## src/rtl/alu_arbiter_if.sv

```systemverilog
`default_nettype none
// +----------------------------------------------------------------------------+
// | Module      : alu_arbiter_if                                               |
// | Description : Requester/response bundle for alu_arbiter, plus the ALU      |
// |               operation encoding (alu_op_t) shared by both sides.          |
// |   slave  modport (arbiter) : in  req_valid, req_op, req_a, req_b,          |
// |                                  rsp_ready                                 |
// |                              out req_ready, rsp_valid, rsp_id,             |
// |                                  rsp_result, rsp_zero                      |
// |   master modport (clients) : the same signals, opposite directions         |
// | Revision    : 1.0  initial release                                         |
// +----------------------------------------------------------------------------+

// Encodings 3'd7 and above are not valid operations; the ALU returns 0 for
// them, so the arbiter needs no special handling for them.
typedef enum logic [2:0] {
  ALU_ADD  = 3'd0,
  ALU_SUB  = 3'd1,
  ALU_SLT  = 3'd2,
  ALU_SLTU = 3'd3,
  ALU_AND  = 3'd4,
  ALU_OR   = 3'd5,
  ALU_XOR  = 3'd6
} alu_op_t;

interface alu_arbiter_if #(
  parameter int NUM_REQ = 2,
  parameter int ID_W    = $clog2(NUM_REQ)
);
  logic    [NUM_REQ-1:0]       req_valid;
  logic    [NUM_REQ-1:0]       req_ready;
  alu_op_t [NUM_REQ-1:0]       req_op;
  logic    [NUM_REQ-1:0][31:0] req_a;
  logic    [NUM_REQ-1:0][31:0] req_b;
  logic                        rsp_valid;
  logic                        rsp_ready;
  logic    [ID_W-1:0]          rsp_id;
  logic    [31:0]              rsp_result;
  logic                        rsp_zero;

  modport slave (
    input  req_valid, req_op, req_a, req_b, rsp_ready,
    output req_ready, rsp_valid, rsp_id, rsp_result, rsp_zero
  );

  modport master (
    output req_valid, req_op, req_a, req_b, rsp_ready,
    input  req_ready, rsp_valid, rsp_id, rsp_result, rsp_zero
  );
endinterface

`default_nettype wire

```

## src/rtl/alu_arbiter.sv

```systemverilog
`default_nettype none
// +----------------------------------------------------------------------------+
// | Module      : alu_arbiter                                                  |
// | Description : Round-robin sharing of one 32-bit ALU between NUM_REQ        |
// |               requesters, with a single registered response slot that      |
// |               supports backpressure and one operation per cycle.           |
// |   clk           in   clock, rising edge                                    |
// |   rst           in   synchronous, active-high reset                        |
// |   bus           slave modport of alu_arbiter_if (requests and response)    |
// |   stat_wait_cnt out  per-requester stall counters                          |
// | Config macro: ALU_ARB_STATS_EN builds the saturating stall counters;       |
// |               when it is undefined, stat_wait_cnt is tied to zero.         |
// | Revision    : 1.0  initial release                                         |
// +----------------------------------------------------------------------------+
module alu_arbiter #(
  parameter int NUM_REQ = 2,   // 2..4
  parameter int CNT_W   = 16
) (
  input  wire logic                           clk,
  input  wire logic                           rst,
  alu_arbiter_if.slave                        bus,
  output logic [NUM_REQ-1:0][CNT_W-1:0]       stat_wait_cnt
);

  localparam int              ID_W      = $clog2(NUM_REQ);
  localparam logic [ID_W:0]   C_NUM_REQ = (ID_W+1)'(NUM_REQ);
  localparam logic [ID_W-1:0] C_LAST_ID = ID_W'(NUM_REQ - 1);

  logic            rsp_valid_q,  rsp_valid_d;
  logic [ID_W-1:0] rsp_id_q,     rsp_id_d;
  logic [31:0]     rsp_result_q, rsp_result_d;
  logic            rsp_zero_q,   rsp_zero_d;
  logic [ID_W-1:0] rr_ptr_q,     rr_ptr_d;

  logic               can_accept;
  logic [NUM_REQ-1:0] grant;
  logic [ID_W-1:0]    sel_id;
  logic               fire;
  logic [ID_W:0]      scan_sum;
  logic [ID_W-1:0]    scan_idx;

  alu_op_t     alu_op;
  logic [31:0] alu_a;
  logic [31:0] alu_b;
  logic [31:0] alu_result;
  logic        alu_zero;

  // Grant: scan from rr_ptr upward (wrapping). The loop runs from the farthest
  // position back to the nearest so the last hit - the closest one to rr_ptr -
  // is the one that remains.
  always_comb begin
    grant      = '0;
    sel_id     = '0;
    scan_sum   = '0;
    scan_idx   = '0;
    can_accept = !rsp_valid_q || bus.rsp_ready;
    if (!rst && can_accept) begin
      for (int k = NUM_REQ - 1; k >= 0; k--) begin
        scan_sum = {1'b0, rr_ptr_q} + (ID_W+1)'(k);
        if (scan_sum >= C_NUM_REQ) begin
          scan_sum = scan_sum - C_NUM_REQ;
        end
        scan_idx = scan_sum[ID_W-1:0];
        if (bus.req_valid[scan_idx]) begin
          grant           = '0;
          grant[scan_idx] = 1'b1;
          sel_id          = scan_idx;
        end
      end
    end
    fire = |grant;
  end

  // The ALU always sees the selected requester; its output is only captured
  // when a handshake completes.
  always_comb begin
    alu_op = bus.req_op[sel_id];
    alu_a  = bus.req_a[sel_id];
    alu_b  = bus.req_b[sel_id];
  end

  alu u_alu (
    .op      (alu_op),
    .a       (alu_a),
    .b       (alu_b),
    .result  (alu_result),
    .is_zero (alu_zero)
  );

  // A new fire overwrites the slot even while it drains, which keeps the
  // throughput at one operation per cycle. A plain drain only clears valid.
  always_comb begin
    rsp_valid_d  = rsp_valid_q;
    rsp_id_d     = rsp_id_q;
    rsp_result_d = rsp_result_q;
    rsp_zero_d   = rsp_zero_q;
    rr_ptr_d     = rr_ptr_q;
    if (fire) begin
      rsp_valid_d  = 1'b1;
      rsp_id_d     = sel_id;
      rsp_result_d = alu_result;
      rsp_zero_d   = alu_zero;
      rr_ptr_d     = (sel_id == C_LAST_ID) ? '0 : sel_id + 1'b1;
    end else if (rsp_valid_q && bus.rsp_ready) begin
      rsp_valid_d  = 1'b0;
    end
  end

  always_ff @(posedge clk) begin
    if (rst) begin
      rsp_valid_q  <= 1'b0;
      rsp_id_q     <= '0;
      rsp_result_q <= '0;
      rsp_zero_q   <= 1'b0;
      rr_ptr_q     <= '0;
    end else begin
      rsp_valid_q  <= rsp_valid_d;
      rsp_id_q     <= rsp_id_d;
      rsp_result_q <= rsp_result_d;
      rsp_zero_q   <= rsp_zero_d;
      rr_ptr_q     <= rr_ptr_d;
    end
  end

  assign bus.req_ready  = grant;
  assign bus.rsp_valid  = rsp_valid_q;
  assign bus.rsp_id     = rsp_id_q;
  assign bus.rsp_result = rsp_result_q;
  assign bus.rsp_zero   = rsp_zero_q;

`ifdef ALU_ARB_STATS_EN
  localparam logic [CNT_W-1:0] C_CNT_MAX = '1;

  logic [NUM_REQ-1:0][CNT_W-1:0] wait_cnt_q, wait_cnt_d;

  // A stall is any cycle a requester is valid but not granted, including
  // cycles lost to response backpressure. Counters saturate.
  always_comb begin
    wait_cnt_d = wait_cnt_q;
    for (int i = 0; i < NUM_REQ; i++) begin
      if (bus.req_valid[i] && !grant[i] && (wait_cnt_q[i] != C_CNT_MAX)) begin
        wait_cnt_d[i] = wait_cnt_q[i] + 1'b1;
      end
    end
  end

  always_ff @(posedge clk) begin
    if (rst) begin
      wait_cnt_q <= '0;
    end else begin
      wait_cnt_q <= wait_cnt_d;
    end
  end

  assign stat_wait_cnt = wait_cnt_q;
`else
  assign stat_wait_cnt = '0;
`endif

endmodule

// +----------------------------------------------------------------------------+
// | Module      : alu                                                          |
// | Description : Combinational 32-bit ALU. Invalid operations give 0.         |
// |   op in, a in, b in, result out, is_zero out                               |
// | Revision    : 1.0  initial release                                         |
// +----------------------------------------------------------------------------+
module alu (
  input  wire alu_op_t     op,
  input  wire logic [31:0] a,
  input  wire logic [31:0] b,
  output logic      [31:0] result,
  output logic             is_zero
);

  always_comb begin
    result = '0;
    case (op)
      ALU_ADD:  result = a + b;
      ALU_SUB:  result = a - b;
      ALU_SLT:  result = {31'b0, ($signed(a) < $signed(b))};
      ALU_SLTU: result = {31'b0, (a < b)};
      ALU_AND:  result = a & b;
      ALU_OR:   result = a | b;
      ALU_XOR:  result = a ^ b;
      default:  result = '0;
    endcase
    is_zero = (result == 32'd0);
  end

endmodule

`default_nettype wire

```

## src/flat_wrapper.sv

```systemverilog
// flat-port wrapper written by rule: the top's interface ports become plain ports
module alu_arbiter_flat 
#(
  parameter int NUM_REQ = 2,          
  parameter int CNT_W   = 16
)
  (clk, rst, stat_wait_cnt, bus_req_valid, bus_req_op, bus_req_a, bus_req_b, bus_rsp_ready, bus_req_ready, bus_rsp_valid, bus_rsp_id, bus_rsp_result, bus_rsp_zero);
  alu_arbiter_if #(.NUM_REQ(NUM_REQ)) bus_i ();
  input  wire logic clk;
  input  wire logic rst;
  output logic [NUM_REQ-1:0][CNT_W-1:0] stat_wait_cnt;
  input wire logic [$bits(bus_i.req_valid)-1:0] bus_req_valid;
  input wire logic [$bits(bus_i.req_op)-1:0] bus_req_op;
  input wire logic [$bits(bus_i.req_a)-1:0] bus_req_a;
  input wire logic [$bits(bus_i.req_b)-1:0] bus_req_b;
  input wire logic [$bits(bus_i.rsp_ready)-1:0] bus_rsp_ready;
  output wire logic [$bits(bus_i.req_ready)-1:0] bus_req_ready;
  output wire logic [$bits(bus_i.rsp_valid)-1:0] bus_rsp_valid;
  output wire logic [$bits(bus_i.rsp_id)-1:0] bus_rsp_id;
  output wire logic [$bits(bus_i.rsp_result)-1:0] bus_rsp_result;
  output wire logic [$bits(bus_i.rsp_zero)-1:0] bus_rsp_zero;
  assign bus_i.req_valid = bus_req_valid;
  assign bus_i.req_op = bus_req_op;
  assign bus_i.req_a = bus_req_a;
  assign bus_i.req_b = bus_req_b;
  assign bus_i.rsp_ready = bus_rsp_ready;
  assign bus_req_ready = bus_i.req_ready;
  assign bus_rsp_valid = bus_i.rsp_valid;
  assign bus_rsp_id = bus_i.rsp_id;
  assign bus_rsp_result = bus_i.rsp_result;
  assign bus_rsp_zero = bus_i.rsp_zero;
  alu_arbiter #(.NUM_REQ(NUM_REQ), .CNT_W(CNT_W)) u_core (.clk(clk), .rst(rst), .bus(bus_i), .stat_wait_cnt(stat_wait_cnt));
endmodule
```

## config.mk

```make
export PLATFORM = sky130hd
export DESIGN_NAME = alu_arbiter_flat
export DESIGN_NICKNAME = d
export VERILOG_FILES = /design/src/rtl/alu_arbiter_if.sv /design/src/rtl/alu_arbiter.sv /design/src/flat_wrapper.sv
export SDC_FILE = /design/constraint.sdc
export NUM_CORES = 1
export LEC_CHECK = 0
export BUFFER_PORTS_ARGS = -buffer_cell sky130_fd_sc_hd__buf_4
export CORE_MARGIN = 1
export CORE_UTILIZATION = 30
export CTS_BUF_LIST = sky130_fd_sc_hd__clkbuf_4
export DETAILED_ROUTE_END_ITERATION = 10
export PLACE_DENSITY = 0.5
export SLEW_MARGIN = 40
export SYNTH_ARGS = -nofsm -noshare
export SYNTH_HDL_FRONTEND = slang
export SYNTH_HIERARCHICAL = 1
export SYNTH_SLANG_ARGS = --single-unit
```

## constraint.sdc

```tcl
create_clock -name clk -period 12.88 [get_ports clk]
set_input_delay 1.932 -clock clk [delete_from_list [all_inputs] [get_ports clk]]
set_output_delay 1.932 -clock clk [all_outputs]
set_load 0.05 [all_outputs]
```

==> results of run 1 <==
==> area by class of cell <==
class | count | area [um2] | area share
multi-input cells | 914 | 6460 | 0.684
repair buffers | 188 | 1410 | 0.149
flip-flops and latches | 36 | 721 | 0.0763
well taps | 335 | 419 | 0.0444
inverters | 103 | 387 | 0.0409
clock buffers | 5 | 37.5 | 0.00397
clock inverters | 2 | 7.51 | 0.000795
==> critical path: stages <==
cell	delay, ns
buf_4	0.11
nand2b_1	0.13
buf_4	0.25
o2111ai_4	0.15
buf_4	0.46
mux2_2	0.42
inv_1	0.15
ha_1	0.28
a211oi_1	0.45
o211ai_1	0.26
a22oi_1	0.52
a21oi_1	0.21
a221oi_1	0.52
xnor2_1	0.17
o211ai_1	0.15
or4_1	0.53
a2111o_1	0.36
nor4b_2	0.24
nor4b_2	0.22
nand4_1	0.11
nand2_1	0.09
==> cells by family (layout without fill, tap and decap cells) <==
group / Yosys count / count (layout) / synth area share
fa+ha+maj: 100 / 100 / 0.157
flops: 36 / 36 / 0.0894
buf+inv: 216 / 298 / 0.124
compound gates: 339 / 339 / 0.285
simple gates: 340 / 340 / 0.208
other cells: 1 / 32 / 0.000465
mux: 79 / 79 / 0.109
xor+xnor: 24 / 24 / 0.0261
==> layout by cell type (no fill, tap or decap), drive strengths merged, types with 5 or more instances in the layout <==
cell type  count
clkbuf         5
inv          101
a2111oi        5
o31a           5
ha            98
o211ai        44
a221oi         9
buf          188
o22ai         14
nand4         49
dfxtp         36
or2            6
nand3         18
xnor2         21
a31oi          8
o21bai        11
and3           6
o221ai         7
nor2          84
o31ai         14
nor3          20
o311ai         5
nand2         97
nor4          15
mux2i         10
nor2b          9
conb          32
mux2          69
nand2b        12
a211oi        25
a21o          11
a21oi         91
o21ai         49
==> synthesized netlist by cell type, types with 12 or more instances <==
cell type	count	area, um2
buf_4	35	263
xnor2_1	21	184
clkbuf_1	58	218
o31ai_1	14	105
ha_1	98	1230
a21oi_1	91	455
nand2_1	97	364
mux2_2	64	721
nor3_1	20	100
buf_1	12	45.0
o22ai_1	14	87.6
o21ai_0	43	215
inv_1	91	342
nor2_1	84	315
nand4_1	49	307
dfxtp_1	36	721
nand3_1	18	90.1
nand2b_1	12	75.1
a211oi_1	25	188
o211ai_1	43	323
nor4_1	15	93.8
==> stage by stage <==
stage / total power [W] / util / instance area [um2] / instances / hold slack (ns)
final: 0.000750 / 0.360 / 9440 / 1583 / 0.478
after detailed placement: 0.000690 / 0.359 / 9400 / 1576 / 0.466
after global routing: 0.000810 / 0.360 / 9440 / 1583 / 0.503
after global placement: 0.000691 / 0.359 / 9400 / 1576 / 0.452
after CTS: 0.000749 / 0.360 / 9440 / 1583 / 0.480
after floorplan: 0.000536 / - / 8180 / 1166 / 0.568
==> routing by layer <==
layer / vias to the layer above / track usage / share of wire
li1: 4284 / - / -
met1: 4092 / 0.275 / 0.45
met2: 259 / 0.368 / 0.48
met3: 35 / 0.0172 / 0.042
met4: 0 / 0.0463 / 0.020
met5: - / 0 / 0
==> path summary, 6_finish.rpt <==
check,startpoint,endpoint,slack (ns),cells after the start
worst min-delay path,u_core/bus.rsp_id,u_core/bus.rsp_id,0.48,2
worst max register to register,u_core/bus.rsp_valid,u_core/bus.rsp_zero,6.82,20
worst max-delay path,bus_rsp_ready,u_core/bus.rsp_zero,5.42,21
worst min register to register,u_core/bus.rsp_id,u_core/bus.rsp_id,0.48,2
==> state kept, by name, summed over array words and instances, names as in the netlist <==
register / flops
u_core/bus.rsp_result: 32
u_core/bus.rsp_id: 1
u_core/bus.rsp_valid: 1
u_core/bus.rsp_zero: 1
u_core/rr_ptr_q: 1
==> report_power, final <==
group / total (W) / internal, W / leakage (nW) / switching, W
Clock: 0.0000565 / 0.0000190 / 0.0261 / 0.0000375
Combinational: 0.000563 / 0.000200 / 4.03 / 0.000362
Sequential: 0.000131 / 0.000123 / 0.296 / 0.00000728
Total: 0.000750 / 0.000343 / 4.35 / 0.000407
==> impl_metrics.toml, run 1 <==
[worst_hold_path]
hp-class = "flop to flop"

[setup_path]
crit_type = "input port to flop"
crit_path_start_kind = "input port"
cp_data_arrival_time_ns = 7.76
critical_path.endpoint_type = "flop"
cp_max_fo = 40
required_ns = 13.17

[power_and_ir_drop]
powerDensity_mw_per_mm2 = 79.4
ir_drop_uv = 28.9
total_leakage_power_nw = 4.35

[clocking]
clock_sinks = 36
cts_resized = 0
clk_pin_slew_ns = 0.10
cts.path.max_buffers = 2
htreeDepth = 2
cts_tree = "built"
clock-root-buffer = "clkbuf_4"
postCtsSetupBuffers = 0
cts_hold_buf = 0
clk_latency_ns = 0.35
numCtsBuffers = 5

[finish]
syn_to_final_growth_pct = 17.2
nets = 1487
fillers = 2843
drive_above_1_share = 0.230
antenna_cells = 0

[synth]
ys.flop_type = "dfxtp_1"
syn_avg_cell_area_um2 = 7.10
synth_edf_count = 0
seq_area_frac_synth = 0.0894
ys_ff_latch = 36
synth_cells = 1135
ys_async_sr_fraction = 0
syn_area_mm2 = 0.00806
ys_warn_count = 6
synth_cell_type_count = 81

[detailed_routing]
drtIter0Drc = 636
vias_per_cell = 5.48
wl_per_cell_um = 18.4
drt-pass1-iter-count = 8
drcViolationCount = 16
drt-total-wl_mm = 29.1
via_count = 8670
ant_nets = 0

[global_route]
grt_max_degree = 69
antenna_found_initial = 0
grt_use_total = 0.209
grt_pass1_vias = 8390
grt_overflow = 0
grt_pass1_wl_mm = 46.5

[floorplan]
die_w_um = 166
fp.coreArea_mm2 = 0.0262
initial_utilization = 0.308
dieHeight_um = 166
dieArea_mm2 = 0.0275
io_pins = 208
placementRows = 59

[run]
maxCapViolCount = 0

[sta]
final-setup-viol-count = 0
finalCritPeriodShare = 0.579
min_period_ns = 7.46
worst_slack_ns = 5.42
slew_viol_final = 0
hold_violations = 0
slew_headroom = 0.483
skew_ns = 0.00697
max_freq_mhz = 134
grt_setup_unrepaired = "false"
worst_slew_pin_slew_ns = 0.771
fin_setup_tns_ns = 0

[placed_design]
dp_hpwl_mm = 22.6
gp_congestion = 0.918
post-place-ws_ns = 5.08
io_buffers = 175

[outcome]
violations = "DRC"
status = "complete, but fails checks"
No activity file was read; power rests on OpenSTA's default activity.
==> run 2, diff against run 1 <==
==> constraint.sdc (replaced) <==
create_clock -name clk -period 7.03 [get_ports clk]
set_input_delay 1.0545 -clock clk [delete_from_list [all_inputs] [get_ports clk]]
set_output_delay 1.0545 -clock clk [all_outputs]
set_load 0.05 [all_outputs]
==> run 2 against run 1 <==
  * The run still ends with DRC left
  * Hold slack worse by 0.00077 ns
  * Die area did not move
  * First-iteration DRC count up 16%
  * Clock skew fell by 0.0047 ns
==> impl_metrics.toml, run 2 (synthesized netlist as in run 1, its figures left out) <==
[setup_path]
reg2reg_depth = 18
path_depth = 20
crit_chain = "buf_4 > inv_1 > o2111ai_4 > buf_8 > mux2_2 > inv_1 > ha_1 > a21oi_1 > o211ai_1 > a22oi_1 > a21oi_1 > a221oi_1 > xnor2_1 > o211ai_1 > or4_1 > a2111o_1 > nor4b_2 > nor4b_2 > nand4_1 > nand2_1"
required_ns = 7.32
cp_max_fo = 15
slowest_stage = "a221oi_1"
crit_start = "bus_req_valid[0]"
critical_path_buf_inv_count = 4
regToRegEndpoint = "u_core/bus.rsp_zero"
crit_end = "u_core/bus.rsp_zero"
timing.rr.start = "u_core/rr_ptr_q"
critical_path.endpoint_type = "flop"
crit_path_start_kind = "input port"
cp_data_arrival_time_ns = 6.28
critPathMaxStageDelay_ns = 0.54
critical_path.top_delay_family = "compound AO/OA/AOI/OAI gates"
r2r_slack_ns = 1.51
crit_type = "input port to flop"

[sta]
slew_viol_final = 0
worst_slew_pin_slew_ns = 0.743
skew_ns = 0.00226
final-setup-viol-count = 0
max_freq_mhz = 167
finalCritPeriodShare = 0.852
hold_violations = 0
slew_headroom = 0.502
grt_setup_unrepaired = "false"
fin_setup_tns_ns = 0
min_period_ns = 5.99

[floorplan]
placementRows = 59
fp.coreArea_mm2 = 0.0262
initial_utilization = 0.308
dieHeight_um = 166
die_w_um = 166
io_pins = 208
dieArea_mm2 = 0.0275

[global_route]
grt_use_total = 0.208
grt_pass1_vias = 8503
grt_overflow = 0
antenna_found_initial = 0
grt_pass1_wl_mm = 46.6
grt_max_degree = 83

[detailed_routing]
ant_nets = 0
drtIter0Drc = 739
drcViolationCount = 16
via_count = 8805
vias_per_cell = 5.53
drt-total-wl_mm = 29.3
wl_per_cell_um = 18.4
drt-pass1-iter-count = 10

[placed_design]
io_buffers = 175
gp_congestion = 0.933
place_area_mm2 = 0.00950
dp_cells = 1585
dp_hpwl_mm = 23.1

[finish]
syn_to_final_growth_pct = 18.6
antenna_cells = 0
final_core_util = 0.365
final_common_cell = "buf_4"
nets = 1496
stdcell_area_mm2 = 0.00956
drive_above_1_share = 0.237
largest_reg_flops = 32
fin_cells = 1593
layout_common_cells = "buf_4, ha_1, nand2_1, inv_1, a21oi_1"

[clocking]
clk_pin_slew_ns = 0.10
numCtsBuffers = 5
cts.path.max_buffers = 2
clock_sinks = 36
cts_tree = "built"
clk_latency_ns = 0.35
cts_hold_buf = 0
postCtsSetupBuffers = 0
htreeDepth = 2
cts_resized = 0
clock-root-buffer = "clkbuf_4"

[power_and_ir_drop]
powerDensity_mw_per_mm2 = 146
ir_drop_uv = 55.7
total_leakage_power_nw = 4.41
power.total_w = 0.00140

[outcome]
violations = "DRC"
status = "complete, but fails checks"

[run]
maxCapViolCount = 0

[worst_hold_path]
hp-class = "flop to flop"
==> run 2: cell type report <==
type / instances / area, um2
Clock buffer: 7 / 52.6
Clock inverter: 1 / 3.75
Fill cell: 2847 / 16700
Inverter: 103 / 387
Multi-Input combinational cell: 914 / 6460
Sequential cell: 36 / 721
Tap cell: 335 / 419
Timing Repair Buffer: 197 / 1510
==> run 2: tightest hold or removal path: stages (launching register included) <==
cell and delay [ns]:
dfxtp_1 0.33, nand2_1 0.05, o21ai_0 0.06
==> run 2: routing by layer <==
layer	up-vias	part of all wire	track usage
li1	4314	-	-
met1	4122	0.44	0.272
met2	321	0.48	0.363
met3	48	0.055	0.0200
met4	0	0.027	0.0553
met5	-	0	0
==> run 2: report_power, final <==
part	internal, W	switching, W	total [W]
clock	0.0000462	0.0000693	0.000116
sequential	0.000226	0.0000129	0.000239
combinational	0.000374	0.000670	0.00104
==> run 2: worst min-delay path by stage <==
stage	startpoint	to	slack [ns]	cells after the start
CTS	u_core/bus.rsp_id	u_core/bus.rsp_id	0.48	2
global placement	u_core/bus.rsp_id	u_core/bus.rsp_id	0.45	2
floorplan	u_core/rr_ptr_q	u_core/rr_ptr_q	0.57	1
global route	u_core/bus.rsp_id	u_core/bus.rsp_id	0.48	2
detailed placement	u_core/bus.rsp_id	u_core/bus.rsp_id	0.46	2
finish	u_core/bus.rsp_id	u_core/bus.rsp_id	0.48	2
==> run 2: per-stage QoR <==
step | hold slack, ns | setup slack (ns)
after floorplan | 0.568 | 1.26
after global placement | 0.447 | 0.608
after detailed placement | 0.461 | 0.688
after CTS | 0.475 | 1.05
after global routing | 0.480 | 0.689
final | 0.477 | 1.04
